`src/rtl/instruction_queue.sv`:
```
// Show-ahead circular instruction FIFO between fetch and rename/dispatch.
// Each entry holds the fetched instruction word and its next-PC (pc + 4).
module instruction_queue #(
    parameter int unsigned DEPTH    = 16,
    parameter int unsigned PTR_BITS = $clog2(DEPTH)
) (
    input  logic                clk,
    input  logic                rst_n,
    input  logic                flush,
    input  logic                enq_valid,
    input  logic [31:0]         enq_inst,
    input  logic [31:0]         enq_pc,
    output logic                full,
    input  logic                dequeue,
    output logic [31:0]         inst,
    output logic [31:0]         prog,
    output logic                is_iqueue_empty,
    output logic [PTR_BITS:0]   count
);

    localparam logic [PTR_BITS:0] PTR_ONE = {{PTR_BITS{1'b0}}, 1'b1};

    logic [63:0]         mem [DEPTH];
    logic [PTR_BITS:0]   head;
    logic [PTR_BITS:0]   tail;
    logic [PTR_BITS-1:0] head_idx;
    logic [PTR_BITS-1:0] tail_idx;
    logic                enq_ok;
    logic                deq_ok;

    assign head_idx = head[PTR_BITS-1:0];
    assign tail_idx = tail[PTR_BITS-1:0];

    // Status comes from registered pointers only; wrap bit separates full from empty.
    assign is_iqueue_empty = (head == tail);
    assign full            = (head_idx == tail_idx) && (head[PTR_BITS] != tail[PTR_BITS]);
    assign count           = tail - head;

    assign enq_ok = enq_valid && !full && !flush;
    assign deq_ok = dequeue && !is_iqueue_empty && !flush;

    always_ff @(posedge clk) begin
        if (!rst_n) begin
            head <= '0;
            tail <= '0;
        end else if (flush) begin
            head <= '0;
            tail <= '0;
        end else begin
            if (enq_ok) tail <= tail + PTR_ONE;
            if (deq_ok) head <= head + PTR_ONE;
        end
    end

    // Storage is not reset; contents are only observable between head and tail.
    always_ff @(posedge clk) begin
        if (rst_n && enq_ok) begin
            mem[tail_idx] <= {enq_inst, enq_pc + 32'd4};
        end
    end

    always_comb begin
        inst = '0;
        prog = '0;
        if (!is_iqueue_empty) begin
            inst = mem[head_idx][63:32];
            prog = mem[head_idx][31:0];
        end
    end

endmodule

```
`config.mk`:
```
export PLATFORM = sky130hd
export DESIGN_NAME = instruction_queue
export DESIGN_NICKNAME = d
export VERILOG_FILES = /design/src/rtl/instruction_queue.sv
export SDC_FILE = /design/constraint.sdc
export NUM_CORES = 1
export LEC_CHECK = 0
export ABC_AREA = 0
export ABC_CLOCK_PERIOD_IN_PS = 10300
export BUFFER_PORTS_ARGS = -buffer_cell sky130_fd_sc_hd__buf_2
export CAP_MARGIN = 20
export CORE_UTILIZATION = 55
export CTS_CLUSTER_SIZE = 20
export DETAILED_ROUTE_END_ITERATION = 12
export HOLD_SLACK_MARGIN = 0.03
export MAX_ROUTING_LAYER = met4
export PLACE_DENSITY = 0.68
export SYNTH_ARGS = -nofsm -noshare
export SYNTH_HDL_FRONTEND = slang
export SYNTH_SLANG_ARGS = --single-unit
```
`constraint.sdc`:
```
create_clock -name clk -period 10.3 [get_ports clk]
set_clock_uncertainty 0.05 [all_clocks]
set_input_delay 1.545 -clock clk [delete_from_list [all_inputs] [get_ports clk]]
set_output_delay 1.545 -clock clk [all_outputs]
set_load 0.1 [all_outputs]
```
* Word level (Yosys, flattened, before mapping)
Memory sizes are Yosys's and may differ from the RTL's. A register that Yosys moved wholly into a read port is not among the register bits.
Index checks and enable logic that the tools add are counted.
** Cells by class
- $add $sub $neg :: 4
- Equality and inequality tests :: 3
- Mux-type cells :: 6
- Bitwise logic cells :: 1
- Reductions and logical operators :: 10
** Operators with widths (count)
- $mux 32 :: 2
- $add 32x3->32 const B :: 1
- $add 5x1->5 const B :: 2
- $mux 4 :: 2
- $logic_and 1x1->1 :: 6
- $eq 5x5->1 :: 1
- $sub 5x5->5 :: 1
- $eq 4x4->1 :: 1
- $logic_not 1->1 :: 3
- $mux 1 :: 2
- $reduce_or 2->1 :: 1
- $ne 1x1->1 :: 1
- $not 1->1 :: 1
** Storage, ports and cells
- Flip-flop bits (word level) :: 10
- Memory bits (writable) :: 1024
- Output and inout bits :: 71
- Memories :: 1
** Memories
- mem :: words 16, bits a word 64, read ports 1, clocked after Yosys merged registers in 1, wr ports 1, line 23 : logic [63:0] mem [DEPTH];

* Logic depth before layout (Yosys ltp)
Gate-level depths: netlist of run 1.
- Depth after elaboration :: 8
- Gate-level depth with buffers :: 8
- Depth with buffers taken out :: 7

* Least setup slack after synthesis of run 1
Ideal clock, no wire load.
- Path type :: input-to-reg
- Start point :: input port enq_valid
- End point :: memory mem[0][0], enable pin
- Arrival time :: 8.122 ns
- Path slack :: 1.484 ns
- Cell stages on the path :: 3
- Path buffers :: 0
- Path through :: nor2b_1 o21ai_2 nor4_1
** Between the ends
- Word-level cells in the longest chain between the ends :: 5
** RTL lines
- start: declaration :: line 10 : input logic enq_valid,
- $logic_and 1x1->1 (2 in a row) :: line 39 : assign enq_ok = enq_valid && !full && !flush;
- $logic_and 1x1->1 :: line 57 : if (rst_n && enq_ok) begin
- $mux 1 :: line 57
- $mux 1 (not written as such) :: line 58 : mem[tail_idx] <= {enq_inst, enq_pc + 32'd4};
- end: declaration :: line 23
Every way passes these cells.

==> results.ini, run 1 <==
[floorplanning]
die_h_um = 272
die_w_um = 272
rows = 98
coreArea_mm2 = 0.0719
start_util_pct = 55.9
dieArea_mm2 = 0.0741
ios = 140

[pwr]
swShare_pct = 20.1
p_sw_mw = 1.73
seqPwrFrac_pct = 54.0
leakagePower_nw = 14.6
power.internal_mw = 6.89
p_per_area_mw_per_mm2 = 189
power_frac_clock_pct = 43.5
peakVddDrop_mv = 0.120
comb_power_share_pct = 2.5

[synthesis]
syn-instance-count = 1764
synth_seq_area_share_pct = 77.2
syn_avg_cell_area_um2 = 22.8
synth_edf_count = 1024
yosys_warnings = 0
synth_seq_cells = 1038
synthFlopType = edfxtp_1
synth_nets = 1844
syn_area_mm2 = 0.0402
ys_types = 43
async_flop_share_pct = 0

[clock_network]
post_cts_resize_count = 0
cts.sinks = 1038
cts_setup_buffers = 0
holdBufCountCts = 0
root_buffer = clkbuf_16
cts_buffer_depth = 3
cts-htree-levels = 3
clkSlewWorstSetupHoldPaths_ns = 0.06
cts_made_buffers = 104
cts_tree = built
clock_latency_ns = 0.66

[finish]
final_cell_mix = 1,024 x edfxtp_1, 254 x mux4_2, 139 x buf_2
drive_above_1_share_pct = 31.0
final_common_cell = edfxtp_1
nNetsFinal = 2056
finalCoreUtilization_pct = 63.4
syn_to_final_growth_pct = 13.3

[sta]
slew_violations = 0
hold_violations = 0
worstMarginPinSlew_ns = 1.15
slew_headroom_pct = 23.6
period_needed_ns = 6.00
finalSetupViolations = 0
final.period_utilization_pct = 58.3
fmax_ghz = 0.167
setup_tns_ns = 0
rsz0062_at_grt = false

[setup_path]
crit_required_ns = 8.71
critical-path-slowest-cell = buf_4
timing.rr.end = mem[10][38]
slowest_delay_ns = 0.87
crit_path_end_kind = output pin
cp_common_cell = buf_4
crit_arrival_ns = 4.41
r2r_slack_ns = 5.93
critical_path_class = register to output pin
worstRegToRegCells = 6
endpoint = prog[30]
worstReg2RegStart = tail[2]
crit_chain = buf_4 > buf_4 > mux4_2 > mux2i_1 > nor3_1 > a221o_1 > buf_2
cp-start-kind = register
critPathMaxFanout = 73

[route]
post_drt_wl_per_cell_um = 29.2
drc = 0
num_vias = 19200
antenna_left = 0
wl_um = 87800
drt_first_pass_iters = 5
via_per_inst = 6.37
drt_iter0_markers = 1833

[grt]
grt_use_total_pct = 25.0
grt_pass1_vias = 20000
grt_overflow = 0
grt_pass1_wl_um = 130000
grt_max_degree = 121
antenna_found_initial = 3

[min_path]
hp-class = register to register

[place]
dpl.hpwl_um = 45900
io_buffer_count = 139
place_congestion = 0.789

[job]
drv_cap = 0

[run_status]
status = complete, no violations

==> power groups by stage <==
stage          Combinational, mW  Sequential [mW]  Clock, mW
6_report                   0.218             4.65       3.75
5_1_grt                    0.231             4.65       3.96
4_1_cts                    0.211             4.65       3.80
3_5_place_dp               0.210             4.74          0
3_3_place_gp               0.202             4.74          0
2_1_floorplan              0.122             4.75          0
==> state kept, by name, indices dropped and copies added, names as in the netlist, named ones only <==
register  cells
tail          5
mem        1024
head          5
==> routing by layer <==
| metal | routed length (µm) | vias to the layer above | track usage [%] |
|---|---|---|---|
| met1 | 35800 | 10400 | 33.3 |
| met3 | 5440 | 104 | 3.20 |
| li1 | - | 7983 | - |
| met5 | 0 | - | - |
| met4 | 1630 | 0 | 6.45 |
| met2 | 44900 | 715 | 41.1 |
==> Yosys cell counts (all sizes together), types with 2 or more instances <==
master,instances,area (µm²)
a21oi,5,25.0
mux4,254,5720
and3,8,50.1
ha,10,125
edfxtp,1024,30700
xnor2,25,226
or3b,2,17.5
a221o,63,631
o211ai,5,37.5
xor2,15,139
nor2,35,136
nand4,13,81.3
nor4,7,43.8
inv,9,33.8
nand3,11,55.1
mux2i,69,691
dfxtp,14,280
nor2b,3,18.8
clkbuf,25,93.8
and4,2,17.5
nor3,66,340
nand2,13,48.8
a21o,2,15.0
o21ai,4,23.8
buf,71,483
==> logic make-up (layout without fill, tap and decap cells) <==
kind of cell               after synthesis  in the layout  share of synthesized area [%]
buffers and inverters                  106            401                           1.53
AOI/OAI and AO/OA                       83             83                           1.92
muxes                                  323            323                           16.0
and+or+nand+nor                        163            163                           2.07
adders and majority gates               11             11                          0.361
DFF                                   1038           1038                           77.2
xor gates and xnor gates                40             40                          0.910
other                                    0              1                              0
==> per-stage QoR <==
| stage | hold slack (ns) | setup WS [ns] | instances | instance area (µm²) | power, mW |
|---|---|---|---|---|---|
| global placement | 0.477 | 4.99 | 2797 | 41900 | 4.95 |
| global route | 0.584 | 4.16 | 3010 | 45500 | 8.84 |
| CTS | 0.516 | 4.22 | 2987 | 45400 | 8.67 |
| detailed placement | 0.507 | 4.93 | 2798 | 42000 | 4.95 |
| finish | 0.540 | 4.30 | 3010 | 45500 | 8.62 |
| floorplan | 0.452 | 1.48 | 1764 | 40200 | 4.87 |
==> worst max-delay path, delay by kind of cell, from the launching register on <==
kind,cells,cell delay [ns]
AOI/OAI and AO/OA,1,0.19
buffers and inverters,3,2.15
DFF,1,0.35
muxes,2,0.45
and+or+nand+nor,1,0.59
==> final cells by class <==
type | instances | area [µm²]
diodes | 1 | 2.50
clock buffers | 121 | 2670
inverters | 10 | 40.0
well taps | 950 | 1190
multi-input cells | 620 | 8650
fillers | 4842 | 26300
flip-flops and latches | 1038 | 31000
repair buffers | 202 | 1190
clock inverters | 68 | 733
==> worst min-delay path by stage <==
stage | start | depth (start not counted) | endpoint | slack (ns)
finish | head[3] | 2 | head[3] | 0.54
global route | head[3] | 2 | head[3] | 0.58
CTS | head[3] | 2 | head[3] | 0.52
detailed placement | head[3] | 2 | head[3] | 0.51
global placement | head[3] | 2 | head[3] | 0.48
floorplan | head[3] | 2 | register | 0.45
Power figures use the tool's default switching activity.
==> run 2: changes to the inputs <==
- ABC_CLOCK_PERIOD_IN_PS: 10300 -> 5150
- PLACE_DENSITY: 0.68 -> 0.71
- clock period: 10.3 -> 5.15 ns (I/O delays scaled with it)
==> results.ini, run 2 (synthesis results as in run 1) <==
[run_status]
status = complete, no violations

[route]
num_vias = 19200  ; +0.13%
drc = 0  ; unchanged
antenna_left = 0  ; unchanged
post_drt_wl_per_cell_um = 29.3  ; +0.41%
drt_first_pass_iters = 5  ; unchanged
via_per_inst = 6.35  ; -0.27%
wl_um = 88500  ; +0.81%
drt_iter0_markers = 1740  ; -5.1%

[finish]
final_cell_mix = 1,024 x edfxtp_1, 254 x mux4_2, 139 x buf_2
regMostFlops = mem
final_common_cell = edfxtp_1
drive_above_1_share_pct = 31.4  ; +0.41 points
nNetsFinal = 2061  ; +0.24%
syn_to_final_growth_pct = 13.9
largest_register_ffs = 1024  ; unchanged
fill_cells = 4802  ; -0.83%
top_regs = mem: 1024 flops, head: 5 flops, tail: 5 flops

[floorplanning]
coreArea_mm2 = 0.0719  ; unchanged
die_h_um = 272  ; unchanged
dieArea_mm2 = 0.0741  ; unchanged
start_util_pct = 55.9  ; unchanged
die_w_um = 272  ; unchanged
ios = 140  ; unchanged
rows = 98  ; unchanged

[grt]
grt_max_degree = 74  ; -39%
grt_overflow = 0  ; unchanged
grt_pass1_vias = 19700  ; -1.2%
grt_use_total_pct = 25.1  ; +0.14 points
antenna_found_initial = 5  ; +2
grt_pass1_wl_um = 131000  ; +0.62%

[setup_path]
worstReg2RegStart = tail[3]
crit_path_end_kind = output pin
crit_required_ns = 4.33  ; -4.38 ns
critical_path_class = register to output pin
crit_arrival_ns = 3.75  ; -0.66 ns
critPathMaxFanout = 41  ; -44%
cp-start-kind = register
startpoint = tail[3]

[pwr]
leakagePower_nw = 14.7  ; +0.55%
p_total_mw = 17.2  ; +100%
peakVddDrop_mv = 0.289  ; +140%
p_per_area_mw_per_mm2 = 377  ; +99%

[sta]
rsz0062_at_grt = false
hold_violations = 0  ; unchanged
setup_tns_ns = 0  ; unchanged
final.period_utilization_pct = 88.8
fmax_ghz = 0.219
slew_headroom_pct = 27.7  ; +4.1 points
slew_violations = 0  ; unchanged
period_needed_ns = 4.57
finalSetupViolations = 0  ; unchanged
worstMarginPinSlew_ns = 1.08  ; -0.0695 ns

[min_path]
hp-class = input pin to register
min-delay-start = enq_pc[13]

[clock_network]
clkSlewWorstSetupHoldPaths_ns = 0.06  ; about the same
post_cts_resize_count = 0  ; unchanged
cts.sinks = 1038  ; unchanged
holdBufCountCts = 0  ; unchanged
cts-htree-levels = 3  ; unchanged
cts_tree = built
cts_made_buffers = 102  ; -1.9%
clock_latency_ns = 0.63  ; -0.03 ns
root_buffer = clkbuf_16
cts_setup_buffers = 0  ; unchanged
cts_buffer_depth = 3  ; unchanged

[place]
place_congestion = 0.811  ; +2.8%
io_buffer_count = 139  ; unchanged
dpl.hpwl_um = 47400  ; +3.4%

[job]
drv_cap = 0  ; unchanged

-- run 2: cell types whose count changed in the layout (fill, tap and decap cells not counted), moves of 2 or more --
cell      before  now
buf_12         2   15
buf_4         61   55
clkinv_1      22   20
clkinv_2      17   25
diode_2        1    5
inv_6          4    1
nor4_2         4    0
nor4_4         0    4
-- run 2: final timing paths --
check                endpoint  cells past startpoint  slack [ns]
setup / recovery      prog[0]                      7        0.58
setup reg to reg   mem[7][41]                      6        1.27
hold / removal    mem[12][13]                      2        0.44
hold reg to reg      register                      2        0.50
-- run 2: critical path, stage by stage, from the launching register on --
cell and delay (ns):
dfxtp_1 0.70, ha_1 0.38, nand4_1 0.42, o21ai_0 0.18
inv_2 0.09, buf_4 0.53, a221o_1 0.34, buf_2 0.46
-- run 2: metrics by stage --
| step | hold slack, ns | util, % | instance area (µm²) | std cells | setup slack (ns) |
|---|---|---|---|---|---|
| finish | 0.442 | 63.7 | 45800 | 3022 | 0.578 |
| global route | 0.419 | 63.7 | 45800 | 3022 | 0.406 |
| CTS | 0.417 | 63.5 | 45600 | 2999 | 0.560 |
| detailed placement | 0.496 | 58.8 | 42200 | 2809 | 1.25 |
| global placement | 0.473 | 58.8 | 42200 | 2808 | 1.35 |
| floorplan | 0.452 | - | 40200 | 1764 | -0.214 |
-- run 2: final cells by class --
cell class	instances	area, µm²	area share [%]
multi-input cells	620	8690	19.0
inverters	10	40.0	0.0875
repair buffers	209	1410	3.08
clock inverters	70	729	1.59
flip-flops and latches	1038	31000	67.8
diodes	5	12.5	0.0273
clock buffers	120	2660	5.82
well taps	950	1190	2.60
-- run 2: power breakdown --
part           leakage [nW]  internal (mW)  switching (mW)  total [mW]
registers              9.33           9.30         0.00603        9.31
clock network          1.66           4.40            3.10        7.50
logic                  3.66          0.101           0.335       0.436
total                  14.7           13.8            3.44        17.2
-- run 2: layer usage --
| layer | global-route usage, % | routed length (µm) | vias to the layer above |
|---|---|---|---|
| li1 | - | - | 7989 |
| met1 | 33.0 | 34700 | 10300 |
| met2 | 41.8 | 46300 | 758 |
| met3 | 3.68 | 5610 | 121 |
| met4 | 5.99 | 1880 | 0 |
| met5 | - | 0 | - |
